### src/rtl/isa_pkg.sv
// Shared ISA constants and fetch-state encoding for the 8-bit core.
// Field positions describe the 8-bit instruction word layout.
package isa_pkg;

    localparam int PC_WIDTH   = 8;
    localparam int INST_WIDTH = 8;

    localparam logic [7:0] HALT_WORD = 8'h00;
    localparam logic [1:0] JUMP_OPC  = 2'b11;

    localparam int OPC_MSB = 7;
    localparam int OPC_LSB = 6;
    localparam int TGT_MSB = 5;

    typedef enum logic [1:0] {
        ST_START = 2'd0,
        ST_RUN   = 2'd1,
        ST_HALT  = 2'd2
    } fetch_state_e;

endpackage

### src/rtl/fetch_next_pc.sv
// Next-PC selection for fetch: redirect, local jump or increment.
// All results are reduced modulo the instruction memory depth.
module fetch_next_pc
    import isa_pkg::*;
#(
    parameter int         PC_WIDTH   = isa_pkg::PC_WIDTH,
    parameter int         INST_WIDTH = isa_pkg::INST_WIDTH,
    parameter int         MEM_DEPTH  = 8,
    parameter logic [1:0] JUMP_OPC   = isa_pkg::JUMP_OPC
) (
    input  logic [PC_WIDTH-1:0]   pc,
    input  logic [INST_WIDTH-1:0] instruction,
    input  logic                  redirect,
    input  logic [PC_WIDTH-1:0]   redirect_target,
    output logic [PC_WIDTH-1:0]   next_pc
);

    function automatic logic [PC_WIDTH-1:0] wrap(input logic [31:0] a);
        return PC_WIDTH'(a % 32'(MEM_DEPTH));
    endfunction

    logic is_jump;

    assign is_jump = (instruction[OPC_MSB:OPC_LSB] == JUMP_OPC);

    always_comb begin
        next_pc = wrap(32'(pc) + 32'd1);
        if (redirect) begin
            next_pc = wrap(32'(redirect_target));
        end else if (is_jump) begin
            next_pc = wrap(32'(instruction[TGT_MSB:0]));
        end
    end

endmodule

### src/rtl/fetch_unit.sv
// Instruction fetch stage: PC, IR capture, valid/ready hand-off,
// local jumps, halt detection and execute-stage redirects.
module fetch_unit
    import isa_pkg::*;
#(
    parameter int                    PC_WIDTH   = isa_pkg::PC_WIDTH,
    parameter int                    INST_WIDTH = isa_pkg::INST_WIDTH,
    parameter int                    MEM_DEPTH  = 8,
    parameter logic [INST_WIDTH-1:0] HALT_WORD  = isa_pkg::HALT_WORD,
    parameter logic [1:0]            JUMP_OPC   = isa_pkg::JUMP_OPC
) (
    input  logic                  Clk,
    input  logic                  Reset,
    output logic [PC_WIDTH-1:0]   PC,
    input  logic [INST_WIDTH-1:0] Instruction,
    output logic [INST_WIDTH-1:0] IR,
    output logic                  IR_valid,
    input  logic                  ID_ready,
    input  logic                  Redirect,
    input  logic [PC_WIDTH-1:0]   Redirect_target,
    output logic                  Halted,
    output logic [7:0]            Fetch_count
);

    fetch_state_e        state;
    logic [PC_WIDTH-1:0] next_pc;
    logic                transfer;
    logic                can_load;
    logic                is_halt;

    fetch_next_pc #(
        .PC_WIDTH  (PC_WIDTH),
        .INST_WIDTH(INST_WIDTH),
        .MEM_DEPTH (MEM_DEPTH),
        .JUMP_OPC  (JUMP_OPC)
    ) u_next_pc (
        .pc             (PC),
        .instruction    (Instruction),
        .redirect       (Redirect),
        .redirect_target(Redirect_target),
        .next_pc        (next_pc)
    );

    assign transfer = IR_valid & ID_ready;
    assign can_load = ~IR_valid | ID_ready;
    assign is_halt  = (Instruction == HALT_WORD);

    always_ff @(posedge Clk or negedge Reset) begin
        if (!Reset) begin
            Fetch_count <= 8'd0;
        end else if (transfer && Fetch_count != 8'hFF) begin
            Fetch_count <= Fetch_count + 8'd1;
        end
    end

    // Redirect outranks everything except the START settle cycle.
    always_ff @(posedge Clk or negedge Reset) begin
        if (!Reset) begin
            state    <= ST_START;
            PC       <= '0;
            IR       <= '0;
            IR_valid <= 1'b0;
            Halted   <= 1'b0;
        end else if (state != ST_START && Redirect) begin
            state    <= ST_RUN;
            PC       <= next_pc;
            IR_valid <= 1'b0;
            Halted   <= 1'b0;
        end else begin
            unique case (state)
                ST_START: begin
                    state <= ST_RUN;
                end
                ST_RUN: begin
                    if (can_load) begin
                        if (is_halt) begin
                            IR_valid <= 1'b0;
                            Halted   <= 1'b1;
                            state    <= ST_HALT;
                        end else begin
                            IR       <= Instruction;
                            IR_valid <= 1'b1;
                            PC       <= next_pc;
                        end
                    end
                end
                ST_HALT: begin
                    if (transfer) begin
                        IR_valid <= 1'b0;
                    end
                end
                default: begin
                    state <= ST_START;
                end
            endcase
        end
    end

endmodule

### config.mk
export PLATFORM = sky130hd
export DESIGN_NAME = fetch_unit
export DESIGN_NICKNAME = d
export VERILOG_FILES = /design/src/rtl/isa_pkg.sv /design/src/rtl/fetch_next_pc.sv /design/src/rtl/fetch_unit.sv
export SDC_FILE = /design/constraint.sdc
export NUM_CORES = 1
export LEC_CHECK = 0
export ABC_AREA = 0
export CORE_UTILIZATION = 49
export DETAILED_ROUTE_END_ITERATION = 8
export PLACE_DENSITY = 0.92
export SLEW_MARGIN = 20
export SYNTH_ARGS = -nofsm -noshare
export SYNTH_HDL_FRONTEND = slang
export SYNTH_HIERARCHICAL = 1
export SYNTH_SLANG_ARGS = --single-unit
### constraint.sdc
create_clock -name Clk -period 4.45 [get_ports Clk]
set_input_delay 0.6675 -clock Clk [delete_from_list [all_inputs] [get_ports Clk]]
set_output_delay 0.6675 -clock Clk [all_outputs]
set_load 0.05 [all_outputs]
==> flow_metrics.tcl <==
set metrics [dict create \
    outcome "completed" \
    clkPwrFrac_pct 18.8 \
    drt_iter0_drc 25 \
    setup_tns_ps 0 \
    core.rowCount 19 \
    p_per_area_nw_per_um2 473 \
    path_buf_inv 1 \
    post_dp_cell_area_um2 1840 \
    cts-buffers-inserted 3 \
    async_flop_share_pct 100 \
    firstDrtPassIters 4 \
    yosysSeqAreaShare_pct 49.0 \
    yosysWarnings 6 \
    fin_ws_ps 1880 \
    cts_hold_buf 0 \
    synth_edf_count 0 \
    pin_count 46 \
    synth.distinct_cells 41 \
    grt_overflow 0 \
    grt_max_degree 29 \
    crit_family "simple AND/OR/NAND/NOR gates" \
    period_minus_slack_ps 2570 \
    postCtsResizedCells 0 \
    hold_viol 0 \
    die-width_um 56.0 \
    drt_wl_total_um 2770 \
    r2r_setup_slack_ps 2550 \
    max-vdd-ir-drop_uv 494 \
    fillers 205 \
    clk_latency_ps 340 \
    placed_cells 186 \
    clock-sinks 28 \
    start_kind "input pin" \
    antenna_found_initial 0 \
    start_util_pct 51.9 \
    drt-vias-per-instance 5.52 \
    dieArea_um2 3140 \
    critPathCaptureType "flop" \
    wire_per_inst_um 14.6 \
    hold_class "flop to flop" \
    layout-drive-gt1-share_pct 13.8 \
    min_period_over_period_pct 57.9 \
    worstSetupPathType "input pin to flop" \
    netlist_instances 117 \
    path_max_fanout 8 \
    p_seq_share_pct 39.2 \
    fin_cells 190 \
    slowest_stage "or4_4" \
    dp_slack_ps 1530 \
    cts-root-buf "clkbuf_4" \
    fp.dieH_um 56.0 \
    cts_setup_buffers 0 \
    swShare_pct 40.1 \
    synthFlopType "dfrtp_1" \
    post-route-drc-count 0 \
    cts_htree_levels 1 \
    postRouteAntennaNets 0 \
    clk_pin_slew_worst_paths_ps 140 \
    rsz0062_at_grt "no" \
    grt_usage_pct 19.4 \
    via_count 1048 \
    critPathArrivalTime_ps 2800 \
    required_ps 4680 \
    cellLeakagePower_uw 0.000815 \
    netlist_area_um2 1430 \
    grt_pass1_vias 1072 \
    clockBufferDepth 2 \
    final-max-slew-violation-count 0 \
    tightestPinTransition_ps 567 \
    finalInstanceArea_um2 1890 \
    finalSetupViolations 0 \
    power.internal_uw 536 \
    synthToLayoutAreaGrowth_pct 32.3 \
    diodes 0 \
    cts_tree "built" \
    postSynthAreaPerCell_um2 12.2 \
    crit_chain "clkdlybuf4s50_1 -> or4_4 -> nor2_4 -> o31a_1 -> mux2_4" \
    p_switching_uw 359 \
    core_area_um2 2760 \
    cp_slowest_stage_delay_ps 570 \
    fin_skew_ps 17.1 \
    synth_seq_cells 28 \
    postLayoutCoreUtil_pct 68.6 \
    io_buffer_count 40 \
    p_comb_share_pct 42.1 \
    hpwlAfterDp_um 2070 \
    fmax_mhz 388 \
    nNetsFinal 182 \
    grt_pass1_wl_um 4850 \
    gp_congestion 0.763 \
    cap_violations 0 \
    slew_headroom_pct 61.9 \
]
[flip-flops by register name, summed over array words and instances, names as in the netlist]
name and count:
Fetch_count 8, IR 8, Halted 1, IR_valid 1, PC 8, state 2
[final timing paths]
kind / start / endpoint / cells after the start
setup / recovery: Instruction[7] / PC[0] / 5
hold / removal: IR[0] / IR[0] / 1
setup reg to reg: IR_valid / PC[0] / 4
hold reg to reg: IR[0] / IR[0] / 1
max in group asynchronous: Reset / IR[7] / 2
min in group asynchronous: Reset / Fetch_count[5] / 2
[stage by stage]
step / hold slack [ps] / power, uW
after floorplan: 372 / 596
after global placement: 472 / 720
after detailed placement: 479 / 732
after CTS: 517 / 902
after global routing: 537 / 938
final: 511 / 895
[cells in the mapped netlist (all sizes together), types with 2 or more instances]
master / count / area [um2]
or4: 2 / 22.5
a21oi: 4 / 20.0
a31oi: 3 / 18.8
o31a: 3 / 26.3
and3: 4 / 25.0
nor2: 5 / 26.3
nand2: 4 / 15.0
buf: 6 / 48.8
dfrtp: 28 / 701
nand2b: 2 / 12.5
nor4: 2 / 27.5
and4: 2 / 17.5
nand3: 5 / 25.0
inv: 3 / 11.3
xnor2: 3 / 26.3
ha: 2 / 25.0
o21ai: 3 / 15.0
or2b: 2 / 15.0
o21a: 2 / 15.0
mux2: 17 / 221
[cells by family after synthesis]
logic type	synth area share, %
AOI/OAI and AO/OA	10.5
xor gates and xnor gates	1.84
adders and majority gates	1.75
buffers and inverters	4.46
DFF	49.0
muxes	16.2
other	0.262
and+or+nand+nor	16.1
[worst register-to-register path: stages (launching register included)]
cell and delay [ps]:
dfrtp_1 440, inv_1 90, o21ai_1 380, o31a_1 530, mux2_4 350
[power by group through the flow]
stage	combinational [uW]	sequential, uW	clock [uW]
6_report	376	351	168
5_1_grt	400	358	180
4_1_cts	380	350	172
3_5_place_dp	377	355	0
3_3_place_gp	370	349	0
2_1_floorplan	90.9	505	0
[per-layer routing]
metal  share of wire, %  vias to the layer above  GRT usage, %
met5                  0                        -             0
met4               0.79                        0          6.97
met3                4.9                        2          3.49
met2                 51                       35          32.8
met1                 43                      509          25.0
li1                   -                      502             -
[cell type report]
| cell class | instances | area, um2 | share of cell area [%] |
|---|---|---|---|
| Inverter | 3 | 11.3 | 0.595 |
| Multi-Input combinational cell | 83 | 682 | 36.0 |
| Clock inverter | 1 | 30.0 | 1.59 |
| Sequential cell | 28 | 701 | 37.0 |
| Tap cell | 31 | 38.8 | 2.05 |
| Timing Repair Buffer | 41 | 408 | 21.5 |
| Clock buffer | 3 | 22.5 | 1.19 |
[cell usage in the layout (no fill, tap or decap), types with 2 or more instances in the layout]
master           instances
o21a_1                   2
nor2_1                   4
clkdlybuf4s50_1         40
o31a_1                   3
nand2_1                  4
a21oi_1                  4
nand3_1                  5
conb_1                   5
inv_1                    3
clkbuf_4                 3
o21ai_0                  2
and4_1                   2
a31oi_1                  3
ha_1                     2
xnor2_1                  3
mux2_4                   8
and3_1                   4
or2b_1                   2
or4_4                    2
mux2_2                   4
dfrtp_1                 28
mux2_1                   5
nand2b_1                 2
No activity file was read; power rests on OpenSTA's default activity.
